[src/rtl/invaders_march_ctrl.sv]
// Invader formation march sequencer: paces ticks, steps the formation sideways and drops rows.
// Optional macro INVADERS_MARCH_SPEEDUP_EN makes the march period track the number of living invaders.
module invaders_march_ctrl #(
    parameter int ARRAY_W     = 20,
    parameter int FIELD_W     = 32,
    parameter int START_ROW   = 1,
    parameter int LAND_ROW    = 15,
    parameter int MIN_PERIOD  = 900000,
    parameter int STEP_PERIOD = 450000
) (
    input  logic               i_clk_36MHz,
    input  logic               i_reset_n,
    input  logic               i_start,
    input  logic               i_pause,
    input  logic [ARRAY_W-1:0] i_invaders_array,
    output logic signed [5:0]  o_col_offset,
    output logic [3:0]         o_invaders_row,
    output logic               o_direction,
    output logic               o_step,
    output logic               o_drop,
    output logic               o_landed,
    output logic               o_cleared,
    output logic [31:0]        o_period,
    output logic [1:0]         o_dbg_state
);

    localparam int IDX_W = (ARRAY_W > 1) ? $clog2(ARRAY_W) : 1;
    localparam logic [31:0] RESET_PERIOD = 32'(MIN_PERIOD + ARRAY_W * STEP_PERIOD);

    typedef enum logic [1:0] {
        IDLE    = 2'd0,
        MARCH   = 2'd1,
        LANDED  = 2'd2,
        CLEARED = 2'd3
    } state_t;

    state_t             state_q, state_d;
    logic signed [5:0]  offset_q, offset_d;
    logic [3:0]         row_q, row_d;
    logic               dir_q, dir_d;
    logic               step_q, step_d;
    logic               drop_q, drop_d;
    logic               landed_q, landed_d;
    logic               cleared_q, cleared_d;
    logic [31:0]        cnt_q, cnt_d;
    logic [31:0]        period_q, period_d;

    logic [IDX_W-1:0]   lo_idx, hi_idx;
    logic [7:0]         left_pos, right_pos;
    logic               mask_empty;
    logic               at_edge;
    logic               tick;
    logic [31:0]        period_calc;

    // Lowest and highest living slot bound the formation's screen extent.
    always_comb begin
        lo_idx = '0;
        hi_idx = '0;
        for (int i = ARRAY_W - 1; i >= 0; i--) begin
            if (i_invaders_array[i]) lo_idx = IDX_W'(i);
        end
        for (int i = 0; i < ARRAY_W; i++) begin
            if (i_invaders_array[i]) hi_idx = IDX_W'(i);
        end
    end

    assign left_pos   = {{2{offset_q[5]}}, offset_q} + 8'(lo_idx);
    assign right_pos  = {{2{offset_q[5]}}, offset_q} + 8'(hi_idx);
    assign mask_empty = (i_invaders_array == '0);
    assign at_edge    = dir_q ? (left_pos == 8'd0) : (right_pos == 8'(FIELD_W - 1));
    assign tick       = (state_q == MARCH) && !i_start && !i_pause && (cnt_q >= period_q - 32'd1);

`ifdef INVADERS_MARCH_SPEEDUP_EN
    logic [31:0] alive_cnt;

    always_comb begin
        alive_cnt = '0;
        for (int i = 0; i < ARRAY_W; i++) begin
            alive_cnt = alive_cnt + 32'(i_invaders_array[i]);
        end
        period_calc = 32'(MIN_PERIOD) + alive_cnt * 32'(STEP_PERIOD);
    end
`else
    assign period_calc = RESET_PERIOD;
`endif

    always_comb begin
        state_d   = state_q;
        offset_d  = offset_q;
        row_d     = row_q;
        dir_d     = dir_q;
        step_d    = 1'b0;
        drop_d    = 1'b0;
        landed_d  = landed_q;
        cleared_d = cleared_q;
        cnt_d     = cnt_q;
        period_d  = period_q;

        if (i_start) begin
            state_d   = MARCH;
            offset_d  = '0;
            row_d     = 4'(START_ROW);
            dir_d     = 1'b0;
            cnt_d     = '0;
            landed_d  = 1'b0;
            cleared_d = 1'b0;
            period_d  = period_calc;
        end else begin
            case (state_q)
                IDLE: begin
                    cnt_d    = '0;
                    period_d = period_calc;
                end
                MARCH: begin
                    period_d = period_calc;
                    if (tick) begin
                        cnt_d = '0;
                        if (mask_empty) begin
                            state_d   = CLEARED;
                            cleared_d = 1'b1;
                        end else if (at_edge) begin
                            row_d  = row_q + 4'd1;
                            dir_d  = ~dir_q;
                            drop_d = 1'b1;
                            if (row_q + 4'd1 == 4'(LAND_ROW)) begin
                                state_d  = LANDED;
                                landed_d = 1'b1;
                            end
                        end else begin
                            offset_d = dir_q ? (offset_q - 6'sd1) : (offset_q + 6'sd1);
                            step_d   = 1'b1;
                        end
                    end else if (!i_pause) begin
                        cnt_d = cnt_q + 32'd1;
                    end
                end
                default: begin
                end
            endcase
        end
    end

    always_ff @(posedge i_clk_36MHz or negedge i_reset_n) begin
        if (!i_reset_n) begin
            state_q   <= IDLE;
            offset_q  <= '0;
            row_q     <= 4'(START_ROW);
            dir_q     <= 1'b0;
            step_q    <= 1'b0;
            drop_q    <= 1'b0;
            landed_q  <= 1'b0;
            cleared_q <= 1'b0;
            cnt_q     <= '0;
            period_q  <= RESET_PERIOD;
        end else begin
            state_q   <= state_d;
            offset_q  <= offset_d;
            row_q     <= row_d;
            dir_q     <= dir_d;
            step_q    <= step_d;
            drop_q    <= drop_d;
            landed_q  <= landed_d;
            cleared_q <= cleared_d;
            cnt_q     <= cnt_d;
            period_q  <= period_d;
        end
    end

`ifndef SYNTHESIS
    // The formation must stay on the playfield whenever a tick evaluates it.
    always_ff @(posedge i_clk_36MHz) begin
        if (i_reset_n && tick && !mask_empty) begin
            assert ($signed(left_pos) >= 0);
            assert ($signed(right_pos) <= FIELD_W - 1);
        end
    end
`endif

    assign o_col_offset   = offset_q;
    assign o_invaders_row = row_q;
    assign o_direction    = dir_q;
    assign o_step         = step_q;
    assign o_drop         = drop_q;
    assign o_landed       = landed_q;
    assign o_cleared      = cleared_q;
    assign o_period       = period_q;
    assign o_dbg_state    = state_q;

endmodule

[config.mk]
export PLATFORM = sky130hd
export DESIGN_NAME = invaders_march_ctrl
export DESIGN_NICKNAME = d
export VERILOG_FILES = /design/src/rtl/invaders_march_ctrl.sv
export SDC_FILE = /design/constraint.sdc
export NUM_CORES = 1
export LEC_CHECK = 0
export CAP_MARGIN = 25
export CORE_UTILIZATION = 45
export CTS_CLUSTER_DIAMETER = 100
export DETAILED_ROUTE_END_ITERATION = 8
export PLACE_DENSITY = 0.71
export SLEW_MARGIN = 5
export SYNTH_ARGS = -nofsm -noshare
export SYNTH_HDL_FRONTEND = slang
export SYNTH_SLANG_ARGS = --single-unit
[constraint.sdc]
create_clock -name i_clk_36MHz -period 7.2 [get_ports i_clk_36MHz]
set_input_delay 1.44 -clock i_clk_36MHz [delete_from_list [all_inputs] [get_ports i_clk_36MHz]]
set_output_delay 1.44 -clock i_clk_36MHz [all_outputs]
set_load 0.01 [all_outputs]
Yosys cells after proc, flatten, opt, wreduce, memory -nomap -nowiden
Index checks and enable logic that the tools add are counted.

word-level totals
  output and inout bits = 49
  memories kept = 0
  ROM bits = 0
  bits in latches = 0
  RAM bits = 0
  register bits after elaboration = 81

operators by class
  multipliers = 0
  equality and inequality tests = 6
  order comparisons = 1
  reduce and logical (&&, ||, !) cells = 24
  div/mod/pow operators = 0
  shift operators = 0
  $add $sub $neg = 7
  multiplexer cells = 88
  bitwise gates (word level) = 1

operators by type and width
  kind                     count
  $mux W5                  38
  $mux W32                 5
  $pmux W32 S2             1
  $mux W6                  6
  $add A32 B1 Y32 const B  1
  $ge A32 B32 Y1           1
  $sub A32 B1 Y32 const B  1
  $mux W1                  27
  $logic_not A20 Y1        1
  $mux W4                  5
  $add A6 B6 Y7            2
  $mux W2                  6
  $reduce_and A4 Y1        3
  $reduce_bool A2 Y1       6
  $reduce_bool A3 Y1       3
  $eq A8 B5 Y1 const B     1
  $logic_not A8 Y1         1
  $add A6 B2 Y6 const B    1
  $sub A6 B2 Y6 const B    1
  $reduce_and A5 Y1        1
  $add A4 B1 Y4 const B    1
  $eq A4 B4 Y1 const B     1
  $ne A2 B2 Y1 const B     2
  $ne A4 B4 Y1 const B     1
  8 further kinds          11

Longest topological paths before layout
Gate-level depths: netlist (run 1).

  depth after elaboration = 28
  mapped depth = 14

Least setup slack after synthesis (run 1)
OpenSTA, ideal clock, no wires.

  path type = input to register
  start point = input port i_invaders_array[17]
  end point = register row_q[3], in the netlist o_invaders_row[3]
  stages on the path = 12
  data arrival time = 4065 ps
  setup slack = 3056 ps
  required time = 7121 ps
  cell sequence = o31ai_1 > a211oi_1 > o31ai_1 > a211oi_1 > nor3_1 > fa_1 > a2111oi_0 > o2111ai_1 > a21boi_0 > buf_2 > nor4b_2 > mux2i_1

on the way
  longest elaborated chain between the ends = 23
  elaborated cells on any way between the ends = 30
  those cells by class = add/sub (2); eq/ne (2); mux (22); reduce/logical (4)

ends and longest elaborated chain
  item                           RTL line  text
  start, declared                15        input logic [ARRAY_W-1:0] i_invaders_array,
  $mux W5 (18 in a row)          60        if (i_invaders_array[i]) lo_idx = IDX_W'(i);
  $add A6 B6 Y7                  67        assign left_pos = {{2{offset_q[5]}}, offset_q} + 8'(lo_idx);
  $logic_not A8 Y1               70        assign at_edge = dir_q ? (left_pos == 8'd0) : (right_pos == 8'(FIELD_W - 1));
  $mux W1                        70
  $reduce_bool A2 Y1 (no line)   n/a
  $reduce_and A4 Y1 (no line) *  n/a
  end signal, assigned           147       row_q <= 4'(START_ROW);
  end signal, assigned           158       row_q <= row_d;
  end, declared                  39        logic [3:0] row_q, row_d;

Mark *: on every way between the ends. The rest lies on a longest branch, timed or not.
A chain may end at the register's enable or synchronous reset.

Final worst setup path (run 1)
  start point = input port i_invaders_array[19]
  end point = register row_q[3], in the netlist o_invaders_row[3]

on the way
  longest elaborated chain between the ends = 25
  elaborated cells on any way between the ends = 30
  those cells by class = add/sub (2); eq/ne (2); mux (22); reduce/logical (4)

ends and longest elaborated chain
  item                           RTL line
  $mux W5 (20 in a row)          60
  $add A6 B6 Y7                  67
  $logic_not A8 Y1               70
  $mux W1                        70
  $reduce_bool A2 Y1 (no line)   n/a
  $reduce_and A4 Y1 (no line) *  n/a

Marks and branches as above.

==> results of run 1 <==
-- metrics by stage --
stage	instances	total power [W]	util (%)	hold slack [ns]
6_report	552	0.0004988	52.53	0.4877
5_1_grt	552	0.0005204	52.53	0.5011
4_1_cts	552	0.0005020	52.53	0.4887
3_5_place_dp	544	0.0003458	51.48	0.4652
3_3_place_gp	542	0.0003433	51.16	0.4595
2_1_floorplan	443	0.0003286	-	0.4395
-- final cells by class --
| class | instances | area [µm²] |
|---|---|---|
| fillers | 732 | 3687 |
| well taps | 102 | 127.6 |
| flip-flops and latches | 49 | 1227 |
| repair buffers | 43 | 427.9 |
| clock buffers | 7 | 76.32 |
| multi-input cells | 335 | 2160 |
| clock inverters | 1 | 5.005 |
| inverters | 15 | 56.30 |
-- power breakdown --
part | switching (W) | internal, W | leakage [nW] | total (W)
registers | 0.00000104 | 0.000276 | 0.675 | 0.000277
clock network | 0.0000899 | 0.0000684 | 0.0422 | 0.000158
logic | 0.0000398 | 0.0000236 | 1.07 | 0.0000635
total | 0.000131 | 0.000368 | 1.79 | 0.000499
-- cell families (layout without fill, tap and decap cells) --
family                     after synthesis  after routing  synth area share [%]
and+or+nand+nor                        148            148                 23.11
muxes                                    3              3                0.8609
buffers and inverters                   59             66                 9.883
DFF                                     49             49                 33.78
xor gates and xnor gates                10             10                 2.410
adders and majority gates               20             20                 7.507
AOI/OAI and AO/OA                      122            122                 22.25
other                                    2             32                0.2067
-- Yosys cell counts (2+ instances only) --
| cell type | number |
|---|---|
| a41oi_1 | 2 |
| o31a_1 | 3 |
| a21oi_1 | 21 |
| nand2_1 | 18 |
| a21o_1 | 3 |
| nor2b_1 | 6 |
| xor2_1 | 5 |
| nand3_1 | 17 |
| dfrtp_1 | 48 |
| and3_1 | 7 |
| xnor2_1 | 5 |
| fa_1 | 3 |
| o21bai_1 | 3 |
| o31ai_1 | 12 |
| clkbuf_1 | 5 |
| nor4_1 | 6 |
| o21ai_1 | 10 |
| a211oi_1 | 4 |
| mux2i_1 | 2 |
| a31oi_1 | 7 |
| o41ai_2 | 2 |
| nand2b_1 | 9 |
| buf_4 | 33 |
| nand4_1 | 8 |
| a211o_1 | 2 |
| or4_1 | 2 |
| ha_1 | 17 |
| nor3_1 | 10 |
| and2_1 | 12 |
| conb_1 | 2 |
| nor2_1 | 33 |
| inv_1 | 15 |
| buf_2 | 5 |
| o21ai_0 | 39 |
| or3_1 | 5 |
-- final timing paths --
kind                                           start                end  slack (ns)  cells past startpoint
worst min-delay path                       cnt_q[18]          cnt_q[18]        0.49                      1
min in group asynchronous                  i_reset_n          cnt_q[17]        1.04                      1
worst min register to register             cnt_q[18]          cnt_q[18]        0.49                      1
max in group asynchronous                  i_reset_n  o_invaders_row[0]        5.58                      2
worst max register to register       o_col_offset[0]  o_invaders_row[3]        4.26                      8
worst max-delay path            i_invaders_array[19]  o_invaders_row[3]        2.24                     14
-- metal layers --
layer | track usage (%) | routed length [µm]
met5 | 0 | 0
met4 | 5.208 | 95
met3 | 3.151 | 286
met2 | 30.97 | 3753
met1 | 26.85 | 3690
-- flip-flops by register name, indices dropped and copies added, names as in the netlist --
name            flops
o_dbg_state         2
o_landed            1
o_direction         1
o_drop              1
o_cleared           1
cnt_q              32
o_col_offset        6
o_invaders_row      4
o_step              1
==> flow_metrics.env, run 1 <==
export IMPL_cp_max_fo=6
export IMPL_p_leak_nw=1.789
export IMPL_portBuffers=40
export IMPL_cts_resized=0
export IMPL_routedWlPerCell_um=14.18
export IMPL_period_needed_ns=4.956
export IMPL_drive_above_1_share_pct=6.667
export IMPL_worst_slack_ns=2.244
export IMPL_drc=0
export IMPL_crit_family="compound AO/OA/AOI/OAI gates"
export IMPL_synth_cell_types=67
export IMPL_core_area_um2=7767
export IMPL_ys_ff_latch=49
export IMPL_antennaDiodeCount=0
export IMPL_synth_async_sr_flop_share_pct=100.0
export IMPL_ys_seq_area_share_pct=33.78
export IMPL_maxSlewViolCount=0
export IMPL_hold_violations=0
export IMPL_rows=32
export IMPL_cp_end_kind="flip-flop"
export IMPL_place_worst_setup_slack_ns=1.936
export IMPL_clock_fmax_mhz=201.8
export IMPL_grt_pass1_vias=2775
export IMPL_die_h_um=91.86
export IMPL_ir_drop_v=0.0001007
export IMPL_slowest_delay_ns=0.56
export IMPL_numCtsBuffers=5
export IMPL_maxCapViolCount=0
export IMPL_die_area_um2=8437
export IMPL_syn_inst=413
export IMPL_initial_utilization_pct=46.78
export IMPL_grt_start_max_net_pins=35
export IMPL_synth_area_um2=3633
export IMPL_mostFrequentLayoutCells="dfrtp_1 (48), o21ai_0 (39), clkdlybuf4s50_1 (39)"
export IMPL_layout_commonest_cell="dfrtp_1"
export IMPL_cp_arrival_ns=5.19
export IMPL_setup_violations=0
export IMPL_post_cts_buffers=0
export IMPL_synthToLayoutAreaGrowth_pct=12.29
export IMPL_gp_congestion=0.8456
export IMPL_critPathKind="primary input to flip-flop"
export IMPL_clk_pin_slew_ns=0.09
export IMPL_slew_headroom_pct=47.42
export IMPL_hold_path_class="flip-flop to flip-flop"
export IMPL_cts_sinks=49
export IMPL_crit_required_ns=7.43
export IMPL_io_pins=73
export IMPL_worst_pin_slew_ns=0.7850
export IMPL_dieWidth_um=91.86
export IMPL_avgSynthCellArea_um2=8.798
export IMPL_status="completed"
export IMPL_period_share_pct=68.84
export IMPL_placed_cell_area_um2=3999
export IMPL_dr_pass1_iters=4
export IMPL_path_buf_inv=2
export IMPL_clock_skew_final_ns=0.009996
export IMPL_rsz0062_at_grt="no"
export IMPL_fin_area_um2=4080
export IMPL_yosys_warnings=0
export IMPL_path_cells="clkdlybuf4s50_1 > nor2_1 > o31ai_1 > a211oi_1 > o31ai_1 > a211oi_1 > nor3_1 > fa_1 > a2111oi_0 > o2111ai_1 > a21boi_0 > buf_2 > nor4b_2 > mux2i_1"
export IMPL_num_vias=3063
export IMPL_wl_mm=7.825
export IMPL_synth_edf_count=0
export IMPL_grt_pass1_wl_mm=13.30
export IMPL_cts_tree="yes"
export IMPL_ctsHoldBuffers=0
export IMPL_track_usage_pct=19.25
export IMPL_cp_slowest_cell="clkdlybuf4s50_1"
export IMPL_synth_area_leaders="dfrtp_1 (33%), buf_4 (6.8%), ha_1 (5.9%)"
export IMPL_grt_ovfl_total=0
export IMPL_htreeDepth=2
export IMPL_routed_via_density=5.549
export IMPL_cts_root_buf="clkbuf_8"
export IMPL_ant_nets=0
export IMPL_power_density_nw_per_um2=122.3
export IMPL_drt_iter0_drc=143
export IMPL_ys_flop_type="dfrtp_1"
export IMPL_post_dp_hpwl_mm=5.700
export IMPL_fin_nets=493
export IMPL_synth_top_area_share_pct=33.06
export IMPL_cts_buffer_depth=2
export IMPL_start_kind="primary input"
export IMPL_yosysTopAreaCell="dfrtp_1"
export IMPL_finalSetupTns_ns=0
export IMPL_clkLatencyLatePin_ns=0.30
export IMPL_antenna_found_initial=0
Note: power is estimated with default switching activity, not from simulation.
==> run 2, diff against run 1 <==
Settings changed: PLACE_DENSITY 0.71 to 0.74.
Clock period 7.2 ns to 4.35 ns, I/O delays scaled along.
==> run 2 against run 1 <==
Critical path depth is 2 lower; combinational power is 73% higher; cell count is 1.6% higher; sequential share of layout area is 0.83 points lower; routed wire length is 2.1% lower; worst setup slack worse by 2.0 ns; die area stayed put; via count is 0.69% higher; worst hold slack worse by 0.0032 ns; sequential power is 65% higher; clock skew is 0.0023 ns higher; largest power group unchanged.
==> flow_metrics.env, run 2 (synthesis gave the netlist of run 1 again) <==
export IMPL_status="completed"
export IMPL_cp_max_fo=8
export IMPL_gp_congestion=0.8622
export IMPL_regArea_um2=1227
export IMPL_n_fill_cell=722
export IMPL_ctsHoldBuffers=0
export IMPL_drc=0
export IMPL_wl_mm=7.661
export IMPL_cts_tree="yes"
export IMPL_cts_resized=0
export IMPL_grt_pass1_wl_mm=13.12
export IMPL_crit_family="compound AO/OA/AOI/OAI gates"
export IMPL_slew_headroom_pct=40.70
export IMPL_routed_via_density=5.497
export IMPL_setup_violations=0
export IMPL_clkLatencyLatePin_ns=0.30
export IMPL_period_share_pct=94.52
export IMPL_drt_iter0_drc=169
export IMPL_die_area_um2=8437
export IMPL_clock_fmax_mhz=243.2
export IMPL_grt_ovfl_total=0
export IMPL_clk_pin_slew_ns=0.09
export IMPL_initial_utilization_pct=46.78
export IMPL_p_leak_nw=1.855
export IMPL_post_cts_buffers=0
export IMPL_num_vias=3084
export IMPL_whs_ns=0.4845
export IMPL_path_cells="clkdlybuf4s50_1 > o31ai_1 > a211oi_1 > o31ai_1 > a211oi_1 > nor3_1 > fa_1 > a2111oi_0 > o2111ai_1 > a21boi_0 > nor4b_2 > mux2i_1"
export IMPL_crit_required_ns=4.58
export IMPL_utilization_pct=54.03
export IMPL_antennaDiodeCount=0
export IMPL_layout_commonest_cell="dfrtp_1"
export IMPL_ir_drop_v=0.0001233
export IMPL_slowest_delay_ns=0.48
export IMPL_largest_reg_flops=32
export IMPL_start_kind="primary input"
export IMPL_maxSlewViolCount=0
export IMPL_numCtsBuffers=5
export IMPL_cts_sinks=49
export IMPL_power_density_nw_per_um2=216.9
export IMPL_routedWlPerCell_um=13.66
export IMPL_critPathKind="primary input to flip-flop"
export IMPL_cts_root_buf="clkbuf_8"
export IMPL_ant_nets=0
export IMPL_antenna_found_initial=0
export IMPL_portBuffers=40
export IMPL_maxCapViolCount=0
export IMPL_hold_path_class="flip-flop to flip-flop"
export IMPL_cp_slowest_cell="clkdlybuf4s50_1"
export IMPL_dieWidth_um=91.86
export IMPL_mostFrequentLayoutCells="dfrtp_1 (48), o21ai_0 (39), clkdlybuf4s50_1 (39)"
export IMPL_path_buf_inv=1
export IMPL_post_dp_hpwl_mm=5.704
export IMPL_fin_nets=502
export IMPL_regMostFlops="cnt_q"
export IMPL_io_pins=73
export IMPL_synthToLayoutAreaGrowth_pct=15.50
export IMPL_multiInputGateArea_um2=2160
export IMPL_dr_pass1_iters=4
export IMPL_drive_above_1_share_pct=8.932
export IMPL_hold_violations=0
export IMPL_htreeDepth=2
export IMPL_track_usage_pct=18.88
export IMPL_rsz0062_at_grt="no"
export IMPL_cp_arrival_ns=4.34
export IMPL_r2r_slack_ns=1.61
export IMPL_finalSetupTns_ns=0
export IMPL_rows=32
export IMPL_worst_pin_slew_ns=0.8816
export IMPL_clock_skew_final_ns=0.01227
export IMPL_grt_start_max_net_pins=34
export IMPL_die_h_um=91.86
export IMPL_cts_buffer_depth=2
export IMPL_grt_pass1_vias=2865
export IMPL_cp_end_kind="flip-flop"
export IMPL_period_needed_ns=4.111
export IMPL_core_area_um2=7767
## run 2: through the flow
step | cells | area (µm²) | setup slack [ns] | total power [W]
after global placement | 552 | 4049 | 0.006972 | 0.0005722
after global routing | 561 | 4197 | 0.004091 | 0.0009491
after CTS | 561 | 4197 | 0.2318 | 0.0009173
after detailed placement | 553 | 4076 | -0.04470 | 0.0005774
after floorplan | 443 | 3746 | 0.7758 | 0.0005438
final | 561 | 4197 | 0.2386 | 0.0009102
## run 2: area by class of cell
cell class	count	share of cell area [%]
sequential	49	29.25
clock buffer	6	1.968
timing repair buffer	52	12.05
tap	102	3.041
multi-input combinational	335	51.46
inverter	15	1.342
clock inverter	2	0.8945
## run 2: worst reg2reg max path, delay by kind of cell, from the launching register on
kind | cells | cell delay (ns)
compound gates | 3 | 0.93
simple gates | 2 | 0.47
fa+ha+maj | 2 | 0.77
flops | 1 | 0.51
## run 2: per-layer routing
metal	part of all wire (%)	vias up	GRT usage [%]
met1	46	1491	25.50
met2	50	60	31.53
met4	0.80	0	4.167
met3	3.4	6	3.400
li1	-	1527	-
met5	0	-	0
## run 2: path summary, 6_finish.rpt
path,from,to,cells past startpoint
worst max-delay path,i_invaders_array[17],o_invaders_row[3],12
max in group asynchronous,i_reset_n,o_invaders_row[0],2
worst min register to register,cnt_q[30],cnt_q[30],1
min in group asynchronous,i_reset_n,cnt_q[18],1
worst min-delay path,cnt_q[30],cnt_q[30],1
worst max register to register,o_col_offset[0],o_invaders_row[0],7
## run 2: power by group
group	leakage [nW]	internal, W	switching, W
clock network	0.0574	0.000187	0.000155
logic	1.12	0.0000438	0.0000657
registers	0.675	0.000457	0.00000177
==> run 3, diff against run 2 <==
Settings changed: CORE_MARGIN set to 2, PLACE_DENSITY 0.74 to 0.82.
==> run 3 against run 2 <==
Cell count grew 3.2%; global-route usage is 0.76 points higher; sequential share of layout area fell by 0.95 points; register-to-register slack worse by 0.04 ns; die area increased by 4.4%; worst hold slack got worse by 0.052 ns; non-clock buffer count is 18 higher; largest cell class unchanged.
==> flow_metrics.env, run 3 (synthesis gave the netlist of run 1 again) <==
export IMPL_wl_mm=8.254
export IMPL_power_switching_w=0.0002275
export IMPL_slowest_delay_ns=0.42
export IMPL_place_worst_setup_slack_ns=-0.2885
export IMPL_rsz0062_at_grt="no"
export IMPL_hold_violations=0
export IMPL_p_sw_share_pct=24.64
export IMPL_slew_headroom_pct=48.21
export IMPL_io_pins=73
export IMPL_mostFrequentLayoutCells="dfrtp_1 (48), o21ai_0 (39), clkdlybuf4s50_1 (39)"
export IMPL_cp_max_fo=8
export IMPL_p_leak_nw=1.955
export IMPL_maxCapViolCount=0
export IMPL_track_usage_pct=19.64
export IMPL_drive_above_1_share_pct=12.58
export IMPL_rows=32
export IMPL_crit_top_cell="a21oi_1"
export IMPL_fin_cells=579
export IMPL_die_area_um2=8809
export IMPL_p_seq_share_pct=49.7
export IMPL_routed_via_density=5.577
export IMPL_drc=0
export IMPL_worst_pin_slew_ns=0.7731
export IMPL_power_share_combinational_pct=13.0
export IMPL_die_h_um=93.86
export IMPL_crit_family="compound AO/OA/AOI/OAI gates"
export IMPL_num_vias=3229
export IMPL_dr_pass1_iters=5
export IMPL_clk_pin_slew_ns=0.09
export IMPL_grt_pass1_vias=3197
export IMPL_worst_slack_ns=0.2430
export IMPL_cts_root_buf="clkbuf_8"
export IMPL_drt_iter0_drc=133
export IMPL_antennaDiodeCount=0
export IMPL_crit_required_ns=4.58
export IMPL_initial_utilization_pct=46.78
export IMPL_post_dp_hpwl_mm=6.075
export IMPL_antenna_found_initial=0
export IMPL_critPathKind="primary input to flip-flop"
export IMPL_clkLatencyLatePin_ns=0.30
export IMPL_grt_pass1_wl_mm=14.37
export IMPL_ant_nets=0
export IMPL_whs_ns=0.4322
export IMPL_power_density_nw_per_um2=212.9
export IMPL_period_needed_ns=4.107
export IMPL_grt_ovfl_total=0
export IMPL_cp_arrival_ns=4.34
export IMPL_cp_end_kind="flip-flop"
export IMPL_fin_nets=520
export IMPL_hold_path_class="primary input to async pin"
export IMPL_p_clk_share_pct=37.3
export IMPL_layout_commonest_cell="dfrtp_1"
export IMPL_path_cells="clkdlybuf4s50_1 > buf_4 > nand2b_1 > a21oi_1 > o21ai_0 > a21oi_1 > o21bai_1 > a21oi_1 > ha_2 > fa_1 > a2111oi_1 > o2111ai_1 > a21boi_0 > buf_4 > nor4b_4 > mux2i_1"
export IMPL_ctsHoldBuffers=0
export IMPL_core_area_um2=7767
export IMPL_synthToLayoutAreaGrowth_pct=19.35
export IMPL_cts_tree="yes"
export IMPL_path_buf_inv=3
export IMPL_cp_slowest_cell="clkdlybuf4s50_1"
export IMPL_dp_cells=570
export IMPL_clock_fmax_mhz=243.5
export IMPL_cts_buffer_depth=2
export IMPL_numCtsBuffers=5
export IMPL_period_share_pct=94.41
export IMPL_ir_drop_v=0.0001097
export IMPL_status="completed"
export IMPL_maxSlewViolCount=0
export IMPL_regMostFlops="cnt_q"
export IMPL_grt_start_max_net_pins=39
export IMPL_htreeDepth=2
export IMPL_clock_skew_final_ns=0.002453
export IMPL_dieWidth_um=93.86
export IMPL_start_kind="primary input"
export IMPL_portBuffers=40
export IMPL_internal_power_w=0.0006958
export IMPL_gp_congestion=0.8421
export IMPL_largest_reg_flops=32
export IMPL_routedWlPerCell_um=14.26
export IMPL_cts_sinks=49
export IMPL_setup_violations=0
run 3: cell count changes in the layout (fill, tap and decap cells not counted), sizes merged:
cell / previous run / this run
buf: 13 / 31
run 3: path summary, 6_finish.rpt:
check	start	to	slack, ns	cells past startpoint
worst max-delay path	i_invaders_array[18]	o_invaders_row[3]	0.24	16
min in group i_clk_36MHz	cnt_q[25]	cnt_q[25]	0.49	1
worst max register to register	o_col_offset[0]	o_invaders_row[3]	1.57	8
worst min register to register	cnt_q[25]	cnt_q[25]	0.49	1
max in group asynchronous	i_reset_n	o_invaders_row[0]	3.36	2
worst min-delay path	i_reset_n	cnt_q[14]	0.43	1
run 3: routing by layer:
metal  global-route usage (%)  wire, µm
met5                        0         0
met4                    4.710        76
met3                    3.451       344
met2                    33.45      4144
met1                    25.96      3689
run 3: through the flow:
step	total power [W]	cell area [µm²]	utilization, %	setup TNS (ns)
2_1_floorplan	0.0005438	3746	-	0
3_3_place_gp	0.0005818	4177	53.77	-0.1154
3_5_place_dp	0.0005873	4197	54.03	-1.847
4_1_cts	0.0009308	4317	55.57	0
5_1_grt	0.0009671	4337	55.83	0
6_report	0.0009233	4337	55.83	0
run 3: power by group through the flow:
| stage | clock [W] | combinational, W | sequential [W] |
|---|---|---|---|
| floorplan | 0 | 0.0000765 | 0.000467 |
| finish | 0.000344 | 0.000120 | 0.000459 |
| global route | 0.000373 | 0.000135 | 0.000459 |
| CTS | 0.000352 | 0.000120 | 0.000459 |
| detailed placement | 0 | 0.000120 | 0.000468 |
| global placement | 0 | 0.000114 | 0.000467 |
run 3: timing repair:
action                                  4_1_cts  5_1_grt
setup buffers                                 0        0
endpoints found under the setup margin        0        1
hold endpoints to repair                      0        0
gates resized for setup                       0        5
run 3: final cells by class:
cell class	count	area (µm²)
clock buffers	6	82.58
clock inverters	2	37.54
fillers	711	3431
inverters	15	56.30
multi-input cells	335	2172
flip-flops and latches	49	1227
well taps	102	127.6
repair buffers	70	633.1
